## config.mk

```make
export PLATFORM = sky130hd
export DESIGN_NAME = mux_scan
export DESIGN_NICKNAME = d
export VERILOG_FILES = /design/src/rtl/mux_scan.sv
export SDC_FILE = /design/constraint.sdc
export NUM_CORES = 1
export LEC_CHECK = 0
export ABC_AREA = 1
export BUFFER_PORTS_ARGS = -buffer_cell sky130_fd_sc_hd__buf_4
export CAP_MARGIN = 20
export CORE_MARGIN = 2
export CORE_UTILIZATION = 52
export CTS_CLUSTER_DIAMETER = 30
export DETAILED_ROUTE_END_ITERATION = 10
export HOLD_SLACK_MARGIN = 0.15
export PLACE_DENSITY = 0.82
export SETUP_SLACK_MARGIN = 0.2
export SYNTH_ARGS = -nofsm -noshare
export SYNTH_HDL_FRONTEND = slang
export SYNTH_SLANG_ARGS = --single-unit
```

## constraint.sdc

```tcl
create_clock -name clk -period 2.4 [get_ports clk]
set_input_delay 0.36 -clock clk [delete_from_list [all_inputs] [get_ports clk]]
set_output_delay 0.36 -clock clk [all_outputs]
set_load 0.02 [all_outputs]
```

## src/rtl/mux_scan.sv

```systemverilog
// rtl/mux_scan.sv - registered channel multiplexer with manual select and timed auto-scan
module mux_scan #(
    parameter int WIDTH = 8,
    parameter int CH = 4,
    parameter int DWELL = 4,
    localparam int SELW = $clog2(CH)
) (
    input  logic                  clk,
    input  logic                  rst_n,
    input  logic [CH*WIDTH-1:0]   din,
    input  logic [SELW-1:0]       se,
    input  logic                  en,
    input  logic                  mode,
    output logic [WIDTH-1:0]      y,
    output logic                  y_valid,
    output logic [SELW-1:0]       ch
);

    localparam logic [SELW:0]   CH_L       = (SELW + 1)'(CH);
    localparam logic [SELW-1:0] LAST_CH    = SELW'(CH - 1);
    localparam logic [7:0]      DWELL_LAST = 8'(DWELL - 1);

    typedef enum logic [1:0] {
        ST_IDLE,
        ST_MANUAL,
        ST_SCAN
    } state_t;

    state_t            state;
    logic [SELW-1:0]   ptr;
    logic [7:0]        dwell;

    logic              se_ok;
    logic [SELW-1:0]   scan_ptr;
    logic [7:0]        scan_dwell;
    logic [SELW-1:0]   pick;
    logic [WIDTH-1:0]  pick_data;

    // Next scan position: reload on entry, otherwise advance once the dwell expires.
    always_comb begin
        se_ok      = {1'b0, se} < CH_L;
        scan_ptr   = ptr;
        scan_dwell = dwell;
        if (state != ST_SCAN) begin
            scan_ptr   = se_ok ? se : '0;
            scan_dwell = '0;
        end else if (dwell == DWELL_LAST) begin
            scan_ptr   = (ptr == LAST_CH) ? '0 : ptr + 1'b1;
            scan_dwell = '0;
        end else begin
            scan_dwell = dwell + 8'd1;
        end

        pick      = mode ? scan_ptr : se;
        pick_data = '0;
        for (int k = 0; k < CH; k++) begin
            if (pick == SELW'(k)) begin
                pick_data = din[k*WIDTH +: WIDTH];
            end
        end
    end

    always_ff @(posedge clk or negedge rst_n) begin
        if (!rst_n) begin
            state   <= ST_IDLE;
            ptr     <= '0;
            dwell   <= '0;
            y       <= '0;
            y_valid <= 1'b0;
            ch      <= '0;
        end else if (!en) begin
            state   <= ST_IDLE;
            y       <= '0;
            y_valid <= 1'b0;
            ch      <= '0;
        end else if (!mode) begin
            // Out-of-range selects (non power-of-two CH) report the index but no data.
            state   <= ST_MANUAL;
            y       <= se_ok ? pick_data : '0;
            y_valid <= se_ok;
            ch      <= se;
        end else begin
            state   <= ST_SCAN;
            ptr     <= scan_ptr;
            dwell   <= scan_dwell;
            y       <= pick_data;
            y_valid <= 1'b1;
            ch      <= scan_ptr;
        end
    end

endmodule

```

# Yosys cells after proc, flatten, opt, wreduce, memory -nomap -nowiden
# Index checks and enable logic that the tools add are counted.
# op_classes
div,0
mux,15
n_eq_ne,6
bitwise_logic,0
n_addsub,2
shifts,0
order_cmp,0
multipliers,0
n_reduce_logical,2
# op_table
op,n
$mux 8,7
$mux 2,7
$add 8x1->8 const B,1
$eq 8x2->1 const B,1
$eq 2x2->1 const B,3
$add 2x1->2 const B,1
$eq 2x1->1 const B,1
$logic_not 2->1,1
$ne 2x2->1 const B,1
$reduce_and 2->1,1
$mux 1,1
# word_totals
reg_bits,23
inputBits,38
n_memories,0
latch_bits,0
output_inout_bits,11
ram_bits,0
word_cells,31
rom_bits,0

# Longest topological paths before layout
# Gate-level depths: netlist of run 1.
# logic_depth
ltp_word,11
mapped_depth,13
mapped_depth_nobuf,13

# Least setup slack after synthesis of run 1
# Ideal clock, no wire load.
# synth_path
path_type,flip-flop to flip-flop
startpoint,register dwell[0]
endpoint,register y[0]
t_arrival_ns,1.451
required_ns,2.274
path_buffers,1
period_less_slack_ns,1.576
path_stages_with_launch,13
setup_ns,0.126
slack_ns,0.824
cell_sequence,dfrtp_1 > ha_1 > inv_1 > nor2_4 > nand3_2 > nand3_2 > nand3_2 > nand2_4 > buf_12 > nor2_4 > nand2_1 > nand2_1 > a21oi_2
# synth_via
elab_chain_len,10
word_cells_on_any_way,13
cone_classes,4 x eq/ne; 8 x mux; 1 x reduce/logical
# synth_rtl
item,line,source
start: declaration,31,logic [7:0] dwell;
start signal: assignment,85,dwell <= scan_dwell;
$eq 8x2->1 *,47,end else if (dwell == DWELL_LAST) begin
$mux 2 *,47,
$mux 2 *,44,if (state != ST_SCAN) begin
$mux 2 *,54,pick = mode ? scan_ptr : se;
$logic_not 2->1,57,if (pick == SELW'(k)) begin
$mux 8 (3 in a row),57,
$mux 8 *,57,
$mux 8 *,71,end else if (!en) begin
end signal: assignment,79,y <= se_ok ? pick_data : '0;
end signal: assignment,86,y <= pick_data;
end: declaration,14,"output logic [WIDTH-1:0] y,"
# Every way passes the cells marked *; elsewhere a longest branch is shown, timed or not.
# A chain may end at the register's enable or synchronous reset.

# Final worst setup path of run 1
# layout_path
startpoint,register dwell[1]
endpoint,register y[4]
# Same word-level chain as after synthesis.

==> metrics.json, run 1 <==
{
  "synth": {
    "syn-instance-count": 184,
    "yosysSeqAreaShare_pct": 39.5,
    "yosys.area.top_type_share_pct": 39.5,
    "synthDistinctLibCells": 30,
    "postSynthRegisterBits": 23,
    "yosys-top-cells-area": "dfrtp_1, nand2_1, nand3_1, inv_1, o21ai_0",
    "synth-warning-count": 0,
    "post_synth.cell_area_avg_um2": 7.92,
    "syn-cell-area_um2": 1460,
    "synth_top_cell_by_area": "dfrtp_1",
    "mappedNetlistNets": 224
  },
  "worst_setup_path": {
    "timing.reg2reg.setup_slack_ns": 0.54,
    "worst-endpoint-required_ns": 2.61,
    "worstPathBufferInverterCount": 2,
    "timing.critical_path.to_type": "flop",
    "critPathMostFrequentCell": "nand3_2",
    "critPathArrivalTime_ns": 2.07,
    "crit_chain": "ha_1, inv_1, nor2_4, nand3_2, nand3_2, nand3_2, nand2_4, nand2_4, or2_0, nand3_1, inv_1",
    "cp-start-kind": "flop",
    "cpMaxStageDelayCell": "dfrtp_1",
    "ff2ff_path_depth": 11,
    "reg_to_reg_critical_path_endpoint": "y[4]",
    "timing_worst_setup_path_type": "reg -> reg",
    "origin_of_the_critical_flop_to_flop_path": "dwell[1]",
    "crit_cells": 11,
    "timing.critical_path.max_delay_family": "simple AND/OR/NAND/NOR gates",
    "critical-path-max-stage-delay_ns": 0.41,
    "cp_max_fo": 15
  },
  "die": {
    "initial_core_util_pct": 53.8,
    "die-height_um": 56.9,
    "top_level_ports": 49,
    "placeable_core_region_um2": 2710,
    "die_width_um": 56.9,
    "floorplan.die_area_um2": 3240,
    "fp-row-count": 19
  },
  "placement": {
    "io_buffer_count": 48,
    "placed_cell_areas_um2": 1810,
    "hpwl_um": 2520,
    "place.gp.congestion": 0.930
  },
  "timing": {
    "setup_violating_endpoint_count_in_the_final_report": 0,
    "post-route-min-period_ns": 1.86,
    "hold_slack_ns": 0.243,
    "setup_total_negative_slack_ns": 0,
    "timing.fmax_mhz": 538,
    "finalHoldViolCount": 0,
    "final_period_util_pct": 77.5,
    "max_slew_margin_pct": 78.2,
    "grt_setup_unrepaired": "no",
    "final_max_slew_viol_count": 0,
    "fin_skew_ns": 0.00168,
    "max_slew.worst_pin.slew_ns": 0.324
  },
  "clocking": {
    "cts_buffers": 3,
    "postCtsSetupBuffers": 0,
    "htree_num_levels": 1,
    "ctsRootBufferMaster": "clkbuf_4",
    "tritoncts_num_sinks": 23,
    "cts.path.max_buffers": 2,
    "clk_pin_slew_worst_paths_ns": 0.12,
    "cts.repair.resized": 0,
    "tritoncts_clock_tree": "built",
    "clock_latency_ns": 0.30
  },
  "drt": {
    "route.detailed.drc": 0,
    "vias_per_cell": 4.97,
    "post_drt_wl_per_cell_um": 11.6,
    "drt-total-wl_um": 3050,
    "detail_route.iter0.violations": 24,
    "detail_route.first_pass.iterations": 4,
    "ant_nets": 0,
    "count_of_vias_placed_by_the_detailed_router": 1312
  },
  "status": {
    "result_of_the_run": "completed"
  },
  "pwr": {
    "power_leakage_nw": 0.964,
    "ir_worst_vdd_mv": 0.374,
    "post-layout-total-power_mw": 0.895,
    "p_per_area_nw_per_um2": 485
  },
  "worst_hold_path": {
    "min_to": "y_valid",
    "holdCritStartpoint": "en",
    "hold_depth": 1,
    "timing.hold.worst.class": "in -> reg"
  },
  "grt": {
    "global_route.usage.total_pct": 19.9,
    "grt_remaining_overflow": 0,
    "largest_net_degree_at_the_start_of_global_routing": 24,
    "grt_pass1_vias": 1198,
    "grt_first_pass_wirelength_um": 5110,
    "antenna_violations_before_repair": 0
  },
  "layout": {
    "synthToLayoutAreaGrowth_pct": 26.5,
    "fin_nets": 274,
    "fin_area_um2": 1840,
    "layout-drive-gt1-share_pct": 35.6,
    "diodes_inserted": 0
  },
  "run": {
    "cap_viol_max_count": 0
  }
}
==> synth_stat cells, drive strengths merged <==
cell type and instances:
ha 2, a31oi 1, o21ai 16, o22ai 1, nor4 1, or2 2, dfrtp 23, nand3b 3
nor2 15, nand3 22, clkbuf 1, nor3b 2, nor3 5, nand2 48, buf 3, inv 27
a21oi 12
==> worst max path at each step <==
stage,startpoint,end,slack (ns)
6_report,dwell[1],y[4],0.54
5_1_grt,dwell[1],y[4],0.39
4_1_cts,dwell[1],y[4],0.54
3_5_place_dp,dwell[1],y[4],0.58
3_3_place_gp,dwell[1],y[4],0.66
2_1_floorplan,dwell[0],y[0],0.82
==> power by group <==
group	leakage (nW)	switching [mW]	internal, mW
combinational	0.645	0.158	0.121
clock	0.0177	0.113	0.0621
sequential	0.301	0.0205	0.422
total	0.964	0.291	0.604
==> routing by layer <==
layer / part of all wire (%) / track usage [%] / up-vias
li1: - / - / 690
met1: 49 / 29.0 / 585
met2: 46 / 32.0 / 35
met3: 3.3 / 1.59 / 2
met4: 0.95 / 5.98 / 0
met5: 0 / 0 / -
==> metrics by stage <==
stage / setup WS [ns] / cells / util [%]
finish: 0.540 / 264 / 68.1
global route: 0.394 / 264 / 68.1
CTS: 0.538 / 264 / 68.1
detailed placement: 0.579 / 259 / 66.7
global placement: 0.655 / 259 / 66.7
floorplan: 0.824 / 184 / -
==> logic make-up (layout without fill, tap and decap cells) <==
| group | after synthesis | count (layout) | share of synthesized area (%) |
|---|---|---|---|
| fa+ha+maj | 2 | 2 | 1.72 |
| simple gates | 98 | 98 | 35.9 |
| buf+inv | 31 | 80 | 10.4 |
| flops | 23 | 23 | 39.5 |
| compound gates | 30 | 30 | 12.5 |
==> state kept, by name, indices dropped and copies added, names as in the netlist <==
name and cells:
ptr 2, state 2, dwell 8, y 8
y_valid 1, ch 2
==> timing repair <==
item / CTS / global route
hold buffers: 1 / 0
setup endpoints to repair: 0 / 0
hold endpoints to repair: 23 / 0
==> layout make-up <==
| cell class | instances | area [um^2] |
|---|---|---|
| fillers | 242 | 866 |
| multi-input cells | 130 | 731 |
| flip-flops and latches | 23 | 576 |
| repair buffers | 49 | 370 |
| inverters | 27 | 101 |
| well taps | 31 | 38.8 |
| clock buffers | 3 | 22.5 |
| clock inverters | 1 | 5.00 |
==> placed cells by master (no fill, tap or decap), types with 5 or more instances in the layout <==
cell / Yosys / final
buf_4: 0 / 48
nand2_1: 40 / 40
dfrtp_1: 23 / 23
inv_1: 21 / 21
nand3_1: 17 / 17
o21ai_0: 11 / 11
nor2_1: 9 / 9
a21oi_1: 8 / 8
inv_2: 6 / 6
nand3_2: 5 / 5
nor3_1: 5 / 5
(Power assumes the default switching activity.)
==> run 2: changes to the inputs <==
CORE_UTILIZATION = 45   (was 52)
PLACE_DENSITY = 0.75   (was 0.82)
clock period = 1.6 ns   (was 2.4 ns; I/O delays follow)
==> run 2 against run 1 <==
- the flow now finishes with violations (setup timing)
- fmax up 1.8%
- final cell count up 17%
- global-route usage up 2.7 points
- register-to-register slack worse by 0.77 ns
- setup slack worse by 0.77 ns
- via count up 20%
- combinational power up 140%
- largest cell class unchanged
==> metrics.json, run 2 (synthesis results as in run 1) <==
{
  "layout": {
    "reg.largest.list": {"value": "dwell x8, y x8", "change": "unchanged"},
    "fin_nets": {"value": 305, "change": "was 274"},
    "layout_commonest_cell": {"value": "buf_4", "change": "unchanged"},
    "fin_area": {"value": 2310, "unit": "um^2", "change": "was 1840 um^2"},
    "final_cell_mix": {"value": "buf_4, nand2_1, dfrtp_1", "change": "unchanged"},
    "synthToLayoutAreaGrowth": {"value": 58.8, "unit": "%", "change": "was 26.5%"},
    "layout-drive-gt1-share": {"value": 54.2, "unit": "%", "change": "was 35.6%"},
    "diodes_inserted": {"value": 0, "change": "unchanged"},
    "fin_util": {"value": 75.2, "unit": "%", "change": "was 68.1%"}
  },
  "pwr": {
    "post-layout-total-power": {"value": 1.60, "unit": "mW", "change": "was 0.895 mW"},
    "p_per_area": {"value": 692, "unit": "nW/um^2", "change": "was 485 nW/um^2"},
    "power_leakage": {"value": 1.16, "unit": "nW", "change": "was 0.964 nW"},
    "ir_worst_vdd": {"value": 0.443, "unit": "mV", "change": "was 0.374 mV"}
  },
  "status": {
    "violated_checks": "setup timing",
    "result_of_the_run": {"value": "finished with violations", "change": "was completed"}
  },
  "clocking": {
    "tritoncts_num_sinks": {"value": 23, "change": "unchanged"},
    "ctsRootBufferMaster": {"value": "clkbuf_4", "change": "unchanged"},
    "htree_num_levels": {"value": 1, "change": "unchanged"},
    "cts_buffers": {"value": 3, "change": "unchanged"},
    "tritoncts_clock_tree": {"value": "built", "change": "unchanged"},
    "clk_pin_slew_worst_paths": {"value": 0.14, "unit": "ns", "change": "was 0.12 ns"},
    "clock_latency": {"value": 0.32, "unit": "ns", "change": "was 0.30 ns"},
    "cts.path.max_buffers": {"value": 2, "change": "unchanged"}
  },
  "drt": {
    "vias_per_cell": {"value": 5.12, "change": "was 4.97"},
    "detail_route.first_pass.iterations": {"value": 4, "change": "unchanged"},
    "drt-total-wl": {"value": 4450, "unit": "um", "change": "was 3050 um"},
    "count_of_vias_placed_by_the_detailed_router": {"value": 1576, "change": "was 1312"},
    "route.detailed.drc": {"value": 0, "change": "unchanged"},
    "ant_nets": {"value": 0, "change": "unchanged"},
    "detail_route.iter0.violations": {"value": 43, "change": "was 24"},
    "post_drt_wl_per_cell": {"value": 14.4, "unit": "um", "change": "was 11.6 um"}
  },
  "worst_setup_path": {
    "ff2ff_path_depth": {"value": 12, "change": "was 11"},
    "timing.critical_path.to_type": {"value": "flop", "change": "unchanged"},
    "timing_worst_setup_path_type": {"value": "reg -> reg", "change": "unchanged"},
    "cp-start-kind": {"value": "flop", "change": "unchanged"},
    "critPathArrivalTime": {"value": 2.03, "unit": "ns", "change": "was 2.07 ns"},
    "worst-endpoint-required": {"value": 1.80, "unit": "ns", "change": "was 2.61 ns"},
    "cp_max_fo": {"value": 6, "change": "was 15"}
  },
  "die": {
    "floorplan.die_area": {"value": 3710, "unit": "um^2", "change": "was 3240 um^2"},
    "initial_core_util": {"value": 47.4, "unit": "%", "change": "was 53.8%"},
    "placeable_core_region": {"value": 3080, "unit": "um^2", "change": "was 2710 um^2"},
    "top_level_ports": {"value": 49, "change": "unchanged"},
    "fp-row-count": {"value": 20, "change": "was 19"},
    "die_width": {"value": 60.9, "unit": "um", "change": "was 56.9 um"},
    "die-height": {"value": 60.9, "unit": "um", "change": "was 56.9 um"}
  },
  "placement": {
    "place.gp.congestion": {"value": 0.821, "change": "was 0.930"},
    "hpwl": {"value": 2710, "unit": "um", "change": "was 2520 um"},
    "post-place-ws": {"value": -0.0997, "unit": "ns", "change": "was 0.579 ns"},
    "placed_cell_areas": {"value": 1980, "unit": "um^2", "change": "was 1810 um^2"},
    "io_buffer_count": {"value": 48, "change": "unchanged"}
  },
  "grt": {
    "grt_busiest_layer": {"value": "met2", "change": "unchanged"},
    "use_met2": {"value": 37.2, "unit": "%", "change": "was 32.0%"},
    "grt_pass1_vias": {"value": 1404, "change": "was 1198"},
    "antenna_violations_before_repair": {"value": 0, "change": "unchanged"},
    "grt_remaining_overflow": {"value": 0, "change": "unchanged"},
    "global_route.usage.total": {"value": 22.6, "unit": "%", "change": "was 19.9%"},
    "grt_first_pass_wirelength": {"value": 6200, "unit": "um", "change": "was 5110 um"},
    "global_route.usage.met3": {"value": 2.99, "unit": "%", "change": "was 1.59%"},
    "grt_util_met1": {"value": 29.6, "unit": "%", "change": "was 29.0%"},
    "largest_net_degree_at_the_start_of_global_routing": {"value": 24, "change": "unchanged"}
  },
  "worst_hold_path": {
    "hold_depth": {"value": 3, "change": "was 1"},
    "timing.hold.worst.class": {"value": "in -> reg", "change": "unchanged"}
  },
  "timing": {
    "grt_setup_unrepaired": {"value": "yes", "change": "was no"},
    "max_slew_margin": {"value": 78.8, "unit": "%", "change": "was 78.2%"},
    "timing.final.ws_setup": {"value": -0.227, "unit": "ns", "change": "was 0.540 ns"},
    "fin_skew": {"value": 0.0102, "unit": "ns", "change": "was 0.00168 ns"},
    "finalHoldViolCount": {"value": 0, "change": "unchanged"},
    "max_slew.worst_pin.slew": {"value": 0.317, "unit": "ns", "change": "was 0.324 ns"},
    "post-route-min-period": {"value": 1.83, "unit": "ns", "change": "was 1.86 ns"},
    "setup_violating_endpoint_count_in_the_final_report": {"value": 9, "change": "was 0"},
    "final_max_slew_viol_count": {"value": 0, "change": "unchanged"},
    "final_period_util": {"value": 114, "unit": "%", "change": "was 77.5%"},
    "timing.fmax": {"value": 547, "unit": "MHz", "change": "was 538 MHz"}
  },
  "run": {
    "cap_viol_max_count": {"value": 0, "change": "unchanged"}
  }
}
[run 2: changes by cell type in the layout (fill, tap and decap cells not counted), moves of 3 or more]
cell	previous run	this run
nand3_2	5	9
nor2_1	9	6
nand2_8	0	3
nand2_2	4	15
o21ai_0	11	7
nand3_1	17	9
nand2_1	40	30
buf_6	0	6
nand3_4	0	4
buf_4	48	69
[run 2: stage by stage]
| step | hold slack [ns] | std cells | setup TNS (ns) |
|---|---|---|---|
| floorplan | -0.0556 | 184 | 0 |
| global placement | 0.149 | 291 | -0.490 |
| detailed placement | 0.148 | 291 | -0.553 |
| CTS | 0.180 | 303 | -0.428 |
| global route | 0.167 | 308 | -2.10 |
| finish | 0.176 | 308 | -1.50 |
[run 2: area by class of cell]
type | instances | area (um^2)
sequential | 23 | 576
inverter | 27 | 101
clock inverter | 1 | 5.00
timing repair buffer | 77 | 606
fill | 229 | 763
clock buffer | 3 | 22.5
multi-input combinational | 133 | 950
tap | 44 | 55.1
[run 2: power by group]
part	internal [mW]	switching, mW	leakage [nW]
registers	0.632	0.0350	0.301
logic	0.310	0.347	0.843
clock network	0.0936	0.185	0.0177
total	1.04	0.567	1.16
[run 2: repair_timing]
action,4_1_cts,5_1_grt
hold buffers,2,0
setup endpoints to repair,13,18
cloned,3,0
endpoints found under the hold margin,24,0
resized for setup,25,23
pin swaps,3,4
setup buffers,3,5
[run 2: final timing paths]
kind,from,end,slack (ns)
setup / recovery,dwell[0],y[2],-0.23
hold / removal,din[27],y[3],0.18
setup reg to reg,dwell[0],y[2],-0.23
hold reg to reg,dwell[7],dwell[7],0.63
max in group asynchronous,rst_n,y[1],1.03
min in group asynchronous,rst_n,dwell[2],0.33
[run 2: critical path, stage by stage, from the launching register on]
cell and delay, ns:
dfrtp_1 0.44, ha_4 0.16, nand2_2 0.05, nor2_2 0.10, nand2_2 0.11, nand2_2 0.11
nand3_4 0.09, nand3_4 0.11, nand2_8 0.10, nor2_4 0.19, nand2_1 0.10, nand3_2 0.08
a21oi_1 0.07
[run 2: routing by layer]
metal  wire length, um  share of wire [%]
met4               121                2.7
met5                 0                  0
met2              2280                 51
met3               236                5.3
met1              1810                 41
